**config.mk**
```make
export PLATFORM = sky130hd
export DESIGN_NAME = sram32_lsu
export DESIGN_NICKNAME = d
export VERILOG_FILES = /design/src/rtl/sram32_pkg.sv /design/src/rtl/sram32_lane_ext.sv /design/src/rtl/sram32_lsu.sv
export SDC_FILE = /design/constraint.sdc
export NUM_CORES = 1
export LEC_CHECK = 0
export ABC_AREA = 1
export CORE_ASPECT_RATIO = 0.5
export CORE_MARGIN = 5
export CORE_UTILIZATION = 33
export CTS_CLUSTER_DIAMETER = 150
export DETAILED_ROUTE_END_ITERATION = 10
export GPL_TIMING_DRIVEN = 0
export PLACE_DENSITY_LB_ADDON = 0.05
export SETUP_SLACK_MARGIN = 0.15
export SYNTH_ARGS = -nofsm -noshare
export SYNTH_HDL_FRONTEND = slang
export SYNTH_SLANG_ARGS = --single-unit
```
**constraint.sdc**
```tcl
create_clock -name clk -period 1.3 [get_ports clk]
set_input_delay 0.26 -clock clk [delete_from_list [all_inputs] [get_ports clk]]
set_output_delay 0.26 -clock clk [all_outputs]
set_load 0.03 [all_outputs]
```
**src/rtl/sram32_pkg.sv**
```systemverilog
// sram32_pkg: shared size encodings, address width default and lane masks for the SRAM load/store unit.
package sram32_pkg;
    localparam logic [1:0] SZ_B = 2'b00;
    localparam logic [1:0] SZ_H = 2'b01;
    localparam logic [1:0] SZ_W = 2'b10;
    localparam logic [1:0] SZ_X = 2'b11;
    localparam int ADR_W_DEF = 16;
    localparam logic [3:0] LM_B    = 4'b0001;
    localparam logic [3:0] LM_H_LO = 4'b0011;
    localparam logic [3:0] LM_H_HI = 4'b1100;
    localparam logic [3:0] LM_W    = 4'b1111;
endpackage

```
**src/rtl/sram32_lane_ext.sv**
```systemverilog
// sram32_lane_ext: selects the addressed byte/half lane of a read word and sign- or zero-extends it.
module sram32_lane_ext
    import sram32_pkg::*;
(
    input  logic [31:0] mem_dout,
    input  logic [1:0]  adr,
    input  logic [1:0]  size,
    input  logic        sext,
    output logic [31:0] ext
);
    logic [7:0]  w_b;
    logic [15:0] w_h;
    assign w_b = 8'(mem_dout >> {adr, 3'b000});
    assign w_h = 16'(mem_dout >> {adr[1], 4'b0000});
    assign ext = size == SZ_B ? {{24{sext & w_b[7]}}, w_b} :
                 size == SZ_H ? {{16{sext & w_h[15]}}, w_h} : mem_dout;
endmodule

```
**src/rtl/sram32_lsu.sv**
```systemverilog
// sram32_lsu: byte/half/word load-store bridge to a combinational-read, posedge-write 32-bit SRAM,
// with one registered, backpressured response per request.
module sram32_lsu
    import sram32_pkg::*;
#(
    parameter int ADR_W = ADR_W_DEF
) (
    input  logic        clk,
    input  logic        rst,
    input  logic        req_valid,
    output logic        req_ready,
    input  logic        req_we,
    input  logic [1:0]  req_size,
    input  logic        req_signed,
    input  logic [31:0] req_adr,
    input  logic [31:0] req_wdata,
    output logic        rsp_valid,
    input  logic        rsp_ready,
    output logic [31:0] rsp_rdata,
    output logic        rsp_err,
    output logic        mem_en,
    output logic [3:0]  mem_we,
    output logic [31:0] mem_adr,
    output logic [31:0] mem_din,
    input  logic [31:0] mem_dout
);
    logic        r_rsp_valid;
    logic [31:0] r_rsp_rdata;
    logic        r_rsp_err;
    logic        w_acc;
    logic        w_bad;
    logic        w_hi;
    logic [3:0]  w_lanes;
    logic [31:0] w_ext;

    assign w_hi  = (req_adr >> ADR_W) != 32'd0;
    assign w_bad = (req_size == SZ_X) | (req_size == SZ_H & req_adr[0]) |
                   (req_size == SZ_W & |req_adr[1:0]) | w_hi;

    // A slot frees up when the held response is being consumed this same cycle.
    assign req_ready = !rst & (!r_rsp_valid | rsp_ready);
    assign w_acc     = req_valid & req_ready;

    assign w_lanes = req_size == SZ_B ? LM_B << req_adr[1:0] :
                     req_size == SZ_H ? (req_adr[1] ? LM_H_HI : LM_H_LO) : LM_W;
    assign mem_en  = w_acc & !w_bad;
    assign mem_we  = (mem_en & req_we) ? w_lanes : 4'b0000;
    assign mem_adr = req_adr;
    assign mem_din = req_size == SZ_B ? {4{req_wdata[7:0]}} :
                     req_size == SZ_H ? {2{req_wdata[15:0]}} : req_wdata;

    sram32_lane_ext u_ext (
        .mem_dout (mem_dout),
        .adr      (req_adr[1:0]),
        .size     (req_size),
        .sext     (req_signed),
        .ext      (w_ext)
    );

    always_ff @(posedge clk or posedge rst)
        if (rst) begin
            r_rsp_valid <= 1'b0;
            r_rsp_rdata <= '0;
            r_rsp_err   <= 1'b0;
        end else if (w_acc) begin
            r_rsp_valid <= 1'b1;
            r_rsp_rdata <= (w_bad | req_we) ? '0 : w_ext;
            r_rsp_err   <= w_bad;
        end else if (rsp_ready)
            r_rsp_valid <= 1'b0;

    assign rsp_valid = r_rsp_valid;
    assign rsp_rdata = r_rsp_rdata;
    assign rsp_err   = r_rsp_err;
endmodule

```
==> out/qor.yml <==
drv_cap: 0
place_inst: 815
finalNetCount: 853
stdcell_count: 871
num_vias: 4086
avgViaCountPerCell: 4.69
cts_tree: "built"
synth_commonest_cells: "nand2_1, nor2_1, inv_1"
critPathLaunchType: "register"
crit_required_ns: 1.04
clockBufferDepth: 2
grt_pass1_vias: 4171
peakVddDrop_mv: 0.514
cts_inserted_buffers: 5
synth.avg_cell_area_um2: 6.29
hold_ws_ns: 0.192
path_class: "register to primary output"
fp.coreArea_um2: 9380
clockPowerShare_pct: 30.1
r2r_slack_ns: -0.46
die_area_um2: 11800
finClkSkew_ns: 0.00469
cp-end-kind: "primary output"
grt_start_max_net_pins: 35
die_h_um: 79.2
path_cells: "inv_2 > nor2_2 > nor2_4 > nand2_2 > buf_6 > nor2_4 > nand2_4 > nor2_4 > buf_6"
wl_per_cell_um: 15.6
netlist_area_um2: 3160
cp_top_family: "simple AND/OR/NAND/NOR gates"
htreeDepth: 2
first_pass_iters: 5
yosysSeqAreaShare_pct: 26.9
ctsRootBufferMaster: "clkbuf_16"
synth_top_area_cell: "dfrtp_1"
slew_headroom_pct: 50.5
clk-insertion-delay-late_ns: 0.28
tightest_slew_ns: 0.741
slowest_stage: "dfrtp_2"
p_sw_mw: 1.42
boundaryPins: 208
layout_min_cycle_time_ns: 1.85
antenna_found_initial: 0
synthArstFlopShare_pct: 100
start_util_pct: 33.7
drive_gt1_share_pct: 40.4
clkTransAtPathRegs_ns: 0.06
worst-path-max-fanout: 4
portBuffers: 191
violations: "negative setup slack"
rsz0062_at_grt: "true"
synthToLayoutAreaGrowth_pct: 95.4
hold_viol_final: 0
cp_data_arrival_time_ns: 1.59
cp_common_cell: "nor2_4"
clock-sinks: 34
swShare_pct: 35.1
yosysTopAreaCellShare_pct: 26.9
synth-edff-count: 0
ys_top_cells_by_area: "dfrtp_1, nand2_1, buf_4, nor2_1, inv_1"
leakage_nw: 3.43
sequentialPowerShare_pct: 26.3
gp_congestion: 0.871
post-dp-hpwl_um: 10100
grt_usage_pct: 22.5
first_iter_violations: 260
finalWorstSetupSlack_ns: -0.547
antenna_left: 0
status: "finished with violations"
final_util_pct: 65.9
power.density_nw_per_um2: 654
power.share.combinational_pct: 43.6
grt_overflow: 0
worst_path_largest_cell_delay_ns: 0.40
internal_power_mw: 2.62
synthCells: 503
die_w_um: 148
setup_viol_count_final: 56
fin_crit_sh_pct: 142
hold_class: "primary input to asynchronous set/reset pin"
grt_pass1_wl_um: 20900
ys_warn_count: 0
postCtsHoldBufs: 0
cp.buffers_inverters: 3
report.final.slew_viol_count: 0
rows: 25
max_freq_mhz: 541
pre_cts_slack_ns: -1.79
totalWireLength_um: 13600
antenna-diode-count: 0
syn_nets: 607
drc: 0
synthDistinctLibCells: 28
synth_ff_type: "dfrtp_1"
yosys.cell_count.top_type: "nand2_1"
ys_ff_latch: 34
## cells by family (layout without fill, tap and decap cells)
| kind of cell | count (synthesis) | in the layout | share of synthesized area (%) |
|---|---|---|---|
| DFF | 34 | 34 | 26.9 |
| buffers and inverters | 121 | 368 | 21.2 |
| and+or+nand+nor | 288 | 288 | 38.3 |
| AOI/OAI and AO/OA | 60 | 60 | 13.6 |
## final cells by class
cell class                 instances  area (µm²)
fill                             866        3200
multi-input combinational        348        2140
timing repair buffer             239        2070
sequential                        34         852
buffer                            62         583
inverter                          59         240
tap                              121         151
clock buffer                       7         143
clock inverter                     1        5.00
## state kept, by name (all words and copies together), names as in the netlist
signal / cells
rsp_err: 1
rsp_rdata: 32
rsp_valid: 1
## placed cells by master, fill, tap and decap left out, types with 2 or more instances in the layout
cell and instances:
o21bai_4 10, nand3_4 3, o21bai_1 9, clkdlybuf4s15_1 6, dlygate4sd2_1 37, buf_6 39, dlymetal6s2s_1 3, dfrtp_1 33
o21ai_0 8, inv_1 49, a21oi_1 5, inv_2 7, buf_4 81, clkdlybuf4s15_2 5, buf_12 3, buf_2 60
o22ai_1 2, nor3_1 10, nor2_1 60, nor2_4 12, nand2_2 13, clkdlybuf4s50_1 48, clkbuf_2 4, nand2_4 15
clkbuf_16 11, o211ai_1 10, o21ai_1 2, nor2_2 3, a21oi_2 3, nand2_8 5, buf_8 7, clkbuf_1 3
nand3_1 17, nand3_2 5, o21ai_4 8, nand2_1 143
## final timing paths
kind                                           from                   endpoint  cells after the start
min in group clk                          rsp_ready      rsp_valid$_DFFE_PP0P_                      2
min reg2reg                rsp_rdata[9]$_DFFE_PP0P_   rsp_rdata[9]$_DFFE_PP0P_                      2
max in group asynchronous                       rst      rsp_valid$_DFFE_PP0P_                      2
max                           rsp_valid$_DFFE_PP0P_                  mem_we[0]                      9
min                                             rst  rsp_rdata[29]$_DFFE_PP0P_                      2
max reg2reg                   rsp_valid$_DFFE_PP0P_  rsp_rdata[22]$_DFFE_PP0P_                     11
## through the flow
| step | power [mW] | instance area (µm²) | setup TNS, ns |
|---|---|---|---|
| after floorplan | 1.96 | 3440 | -9.92 |
| after global placement | 2.66 | 5500 | -102.32 |
| after detailed placement | 2.67 | 5500 | -104.34 |
| after CTS | 3.97 | 5960 | -26.20 |
| after global routing | 4.24 | 6180 | -20.23 |
| final | 4.04 | 6180 | -16.66 |
## per-layer routing
metal | share of wire [%] | GRT usage (%) | vias up
met5 | 0 | 0 | -
met4 | 1.8 | 5.62 | 0
met3 | 9.4 | 7.30 | 20
met2 | 50 | 41.4 | 185
met1 | 39 | 25.3 | 1870
li1 | - | - | 2011
## repair_timing
| action | in CTS | in global routing |
|---|---|---|
| resized for setup | 626 | 54 |
| pin swaps | 43 | 26 |
| gates cloned | 3 | 1 |
| buffers inserted | 34 | 10 |
| setup endpoints to repair | 172 | 102 |
## power groups by stage
| stage | Clock, mW | Combinational (mW) | Sequential [mW] |
|---|---|---|---|
| 4_1_cts | 1.23 | 1.68 | 1.06 |
| 2_1_floorplan | 0 | 0.874 | 1.09 |
| 3_3_place_gp | 0 | 1.58 | 1.08 |
| 3_5_place_dp | 0 | 1.58 | 1.08 |
| 6_report | 1.21 | 1.76 | 1.06 |
| 5_1_grt | 1.28 | 1.89 | 1.06 |
Power figures use the tool's default switching activity.
==> patch 1 (same flow settings) <==
Make the reset (`rst`) synchronous in one clocked block.
--- a/src/rtl/sram32_lsu.sv
+++ b/src/rtl/sram32_lsu.sv
@@ -58,5 +58,5 @@
     );
 
-    always_ff @(posedge clk or posedge rst)
+    always_ff @(posedge clk)
         if (rst) begin
             r_rsp_valid <= 1'b0;
Check against the original RTL: differs if rst is asserted again (counterexample within 4 cycles, from zero or initial values and one cycle with rst high); with rst held inactive, the same outputs for 10 cycles.
==> patch 1 against the unedited design <==
Sequential cell count unchanged; critical path type unchanged; wire length shrank 0.38%; fmax increased by 6.4%; global-route usage up 0.68 points; count of clock-buffer cells in the layout unchanged; largest power group unchanged; setup slack improved by 110 ps; power is 2.5% lower; final area down 4.4%; area after synthesis down 8.2%; worst hold slack got worse by 22 ps; combinational power shrank 3%; largest cell class unchanged; the run still ends with negative setup slack left; critical endpoint is now mem_we[2].
==> patch 1: results (changes against the unedited design) <==
| Metric | Value |
|---|---|
| Initial DRC count | `299 (+15%)` |
| Final setup vio count | `55 (-1.8%)` |
| Gr usage total | `0.2319 (+0.006825)` |
| M1 GR Usage | `0.2715 (+0.01801)` |
| First-pass detailed-route iteration total | `7 (+2)` |
| Most used flip-flop cell after synthesis | `dfxtp_1` |
| Crit path DAT | `1480 ps (-110 ps)` |
| Async S/R FF share, synth | `0 (-1.000)` |
| Worst-margin pin slew | `699.7 ps (-41.20 ps)` |
| Layout cells sized above 1 | `0.4000 (-0.004000)` |
| Status | `finished, violations left` |
| VDD IR max | `479.6 uV (-6.7%)` |
| Max Clock Skew | `1.957 ps (-2.732 ps)` |
| DR WL met3 | `1666 um (+30%)` |
| First-pass GRT wire length | `20,530 um (-2.0%)` |
| Violated checks | `negative setup slack` |
| Worst setup margin | `-435.6 ps (+111.8 ps)` |
| Non-Filler Instances | `857 (-1.6%)` |
| Pleak | `2.869 nW (-16%)` |
| Grt met2 use | `0.4073 (-0.006911)` |
| Largest net degree at the start of global routing | `12 (-66%)` |
| IO Port Bufs | `192 (+0.52%)` |
| WL final | `13,530 um (-0.38%)` |
| Syn Area/Cell | `5.762 sq um (-8.3%)` |
| Met2 wire len | `6589 um (-2.6%)` |
| Met3 usage | `0.09028 (+0.01731)` |
| Syn_nets | `608 (+0.16%)` |
-- patch 1: cell type report --
| cell class | instances | area [sq um] |
|---|---|---|
| buffer | 70 | 631.9 |
| fill | 815 | 2739 |
| clock buffer | 7 | 142.6 |
| tap | 117 | 146.4 |
| sequential | 34 | 684.4 |
| multi-input combinational | 354 | 2053 |
| clock inverter | 1 | 5.005 |
| timing repair buffer | 228 | 2054 |
| inverter | 46 | 191.4 |
-- patch 1: where the power goes --
group / switching [mW] / total (mW) / leakage [nW] / internal, mW
Combinational: 0.929 / 1.71 / 2.52 / 0.778
Sequential: 0.00318 / 1.05 / 0.275 / 1.05
Clock: 0.426 / 1.18 / 0.0739 / 0.759
Total: 1.36 / 3.94 / 2.87 / 2.58
-- patch 1: final timing paths --
kind	start	to	slack, ps	cells past startpoint
max reg2reg	rsp_valid$_SDFFE_PP0P_	rsp_rdata[17]$_SDFFE_PP0P_	-390	11
min reg2reg	rsp_rdata[20]$_SDFFE_PP0P_	rsp_rdata[20]$_SDFFE_PP0P_	460	2
max	rsp_valid$_SDFFE_PP0P_	mem_we[2]	-440	8
min	rst	rsp_rdata[29]$_SDFFE_PP0P_	170	2
-- patch 1: cell families after synthesis --
group                  Yosys count  synth area share
buffers and inverters          116            0.2128
AND/OR/NAND/NOR                244            0.3374
flip-flops                      34            0.2344
AO/OA/AOI/OAI                  110            0.2154
-- patch 1: critical path, cell delays in order (launching register included) --
cell	delay, ps
dfxtp_4	340
nand2_4	60
nand2_4	60
nor2_4	70
nand4_1	120
inv_2	140
nand2_8	90
a21oi_4	150
buf_6	140
-- patch 1: what timing repair did --
item                                   in CTS  in global routing
buffers inserted                           25                  4
pin swaps                                  35                 13
setup endpoints to repair                 137                 68
cloned                                      6                  1
endpoints found under the hold margin       0                  0
gates resized for setup                   628                 63
==> patch 2 (config.mk and constraints unchanged) <==
Without the edit above. Put one more register stage on the output `rsp_err`, without a reset. The value now appears one clock later. The other outputs are not delayed to match.
--- a/src/rtl/sram32_lsu.sv
+++ b/src/rtl/sram32_lsu.sv
@@ -72,5 +72,7 @@
     assign rsp_valid = r_rsp_valid;
     assign rsp_rdata = r_rsp_rdata;
-    assign rsp_err   = r_rsp_err;
+    always_ff @(posedge clk) begin
+        rsp_err <= r_rsp_err;
+    end
 endmodule
 
Formal check against the unedited RTL: not equivalent (Yosys sat finds a counterexample within 4 cycles, from zero or initial values and one cycle with rst high).
==> patch 2 against the unedited design <==
The run still ends with negative setup slack left; largest cell class unchanged; register-to-register slack better by 150 ps; core utilization is 0.073 points lower; clock power fell by 4%; clock skew is 1.5 ps lower; wire length is 2.6% higher; sequential cell count rose by 1; largest power group unchanged; first-iteration DRC count fell by 4.2%; non-clock buffer count is 3 higher; die area increased by 0.57%; via count grew 1.1%; area after synthesis increased by 0.63%; final area grew 0.22%; power shrank 0.60%; setup slack lost 7.4 ps; critical endpoint is now mem_we[3].
==> patch 2: results (changes against the unedited design) <==
| Metric | Value |
|---|---|
| Max reg flops | `32 (unchanged)` |
| Synth area leaders | `dfrtp_1 27%, nand2_1 20%, buf_4 11%, nor2_1 8.1%, inv_1 6.5%` |
| Yosys reg bits | `35 (+2.9%)` |
| Hold-fix buffers at CTS | `0 (unchanged)` |
| Power Total | `4.018 mW (-0.60%)` |
| End of the critical path | `mem_we[3]` |
| Status | `finished, violations left` |
| Crit Path Max Fanout | `4 (unchanged)` |
| Largest net degree at the start of global routing | `35 (unchanged)` |
| CP startpoint | `rst` |
| Syn_nets | `608 (+0.16%)` |
| Pleak | `3.473 nW (+1.3%)` |
| Clk_lat worst skew | `280 ps (about the same)` |
| Clk buf depth | `2 (unchanged)` |
| Final setup vio count | `61 (+8.9%)` |
| Post-Route Setup TNS | `-14,060 ps (+2604 ps)` |
| Layout cells sized above 1 | `0.3979 (-0.006122)` |
| R2r endpoint | `rsp_rdata[19]$_DFFE_PP0P_` |
| Via density | `4.646 (-0.97%)` |
| Power density cells | `648.7 nW/um^2 (-0.82%)` |
| Register area share after synthesis | `0.2737 (+0.004599)` |
| Dpl ws | `-1814 ps (-25.29 ps)` |
| Vias in the first global route | `4,128 (-1.0%)` |
| Final hold vios | `0 (unchanged)` |
| Placed cell areas | `5538 sq um (+0.68%)` |
| Max Clock Skew | `3.187 ps (-1.502 ps)` |
| Clk Tree Root Cell | `clkbuf_16` |
| Worst slew margin | `0.4938 (-0.01152)` |
| Final GP Congestion | `0.8877 (+1.9%)` |
| Sw frac | `0.3531 (+0.002317)` |
| Post-DR wirelength/cell | `15.67 um (+0.51%)` |
| Hold path depth | `2` |
| Worst setup margin | `-554.8 ps (-7.379 ps)` |
| HPWL Detailed | `10,210 um (+1.4%)` |
| Register-to-Register Setup Slack | `-310 ps (+150 ps)` |
| Async S/R FF share, synth | `0.9714 (-0.02857)` |
| VDD IR max | `448.6 uV (-13%)` |
| Yosys cell types | `29 (+3.6%)` |
| Worst Hold Class | `in -> reg` |
| FF-to-FF path depth | `10 (-1)` |
| Final hold slack | `327.5 ps (+135.7 ps)` |
| Violated checks | `negative setup slack` |
| First-pass GRT wire length | `20,730 um (-1.0%)` |
| Gr usage total | `0.2216 (-0.003452)` |
| Clock transition at the registers of the reported paths | `50 ps` |
| Final net count | `857 (+0.47%)` |
| Initial DRC count | `249 (-4.2%)` |
patch 2: changes by cell type in the layout (fill, tap and decap cells not counted), sizes merged:
cell | unedited run | this run
clkdlybuf4s15 | 11 | 4
dlygate4sd2 | 37 | 43
buf | 190 | 194
clkbuf | 19 | 16
clkdlybuf4s50 | 48 | 50
clkinv | 2 | 1
dfxtp | 0 | 1
dlymetal6s2s | 3 | 4
inv | 57 | 58
patch 2: layout make-up:
type	count	area, sq um
fillers	875	3222
clock buffers	7	132.6
repair buffers	242	2107
well taps	135	168.9
clock inverters	1	5.005
multi-input cells	348	2113
flip-flops and latches	35	872.1
plain buffers	62	564.3
inverters	59	230.2
patch 2: through the flow:
step           utilization  std cells
6_report            0.6578        889
5_1_grt             0.6578        889
4_1_cts             0.6181        870
3_5_place_dp        0.5882        830
3_3_place_gp        0.5882        830
2_1_floorplan            -        504
patch 2: cells by family (layout without fill, tap and decap cells):
logic type	count (synthesis)	count (layout)	share of synthesized area
and+or+nand+nor	288	288	0.3807
buffers and inverters	121	371	0.2104
AOI/OAI and AO/OA	60	60	0.1353
DFF	35	35	0.2737
patch 2: worst min path at each step:
stage / from / to
floorplan: r_rsp_err$_DFFE_PP0P_ / rsp_err$_DFF_P_
detailed placement: r_rsp_err$_DFFE_PP0P_ / rsp_err$_DFF_P_
CTS: rsp_ready / rsp_valid$_DFFE_PP0P_
finish: rsp_ready / rsp_valid$_DFFE_PP0P_
global route: rsp_ready / rsp_valid$_DFFE_PP0P_
global placement: r_rsp_err$_DFFE_PP0P_ / rsp_err$_DFF_P_
patch 2: timing repair:
action,CTS,global route
pin swaps,31,15
gates resized for setup,601,56
setup buffers,29,17
setup endpoints to repair,172,102
cloned,3,2
patch 2: layer usage:
metal | part of all wire | track usage | wire (um)
met1 | 0.39 | 0.2549 | 5369
met2 | 0.49 | 0.3970 | 6828
met3 | 0.11 | 0.07941 | 1548
met4 | 0.013 | 0.05388 | 184
met5 | 0 | 0 | 0
patch 2: worst max-delay path, stage by stage:
cell and delay [ps]:
clkdlybuf4s50_1 480, nor2_4 140, nand2_2 80, buf_6 130, nor2_4 110, nand2_4 110, nor2_4 150, buf_6 130
patch 2: power by group through the flow:
stage                     clock network [mW]  logic, mW  registers, mW
after floorplan                            0      0.874           1.12
after global placement                     0       1.58           1.11
after detailed placement                   0       1.58           1.12
after CTS                               1.18       1.64           1.10
after global routing                    1.23       1.88           1.10
final                                   1.16       1.76           1.10
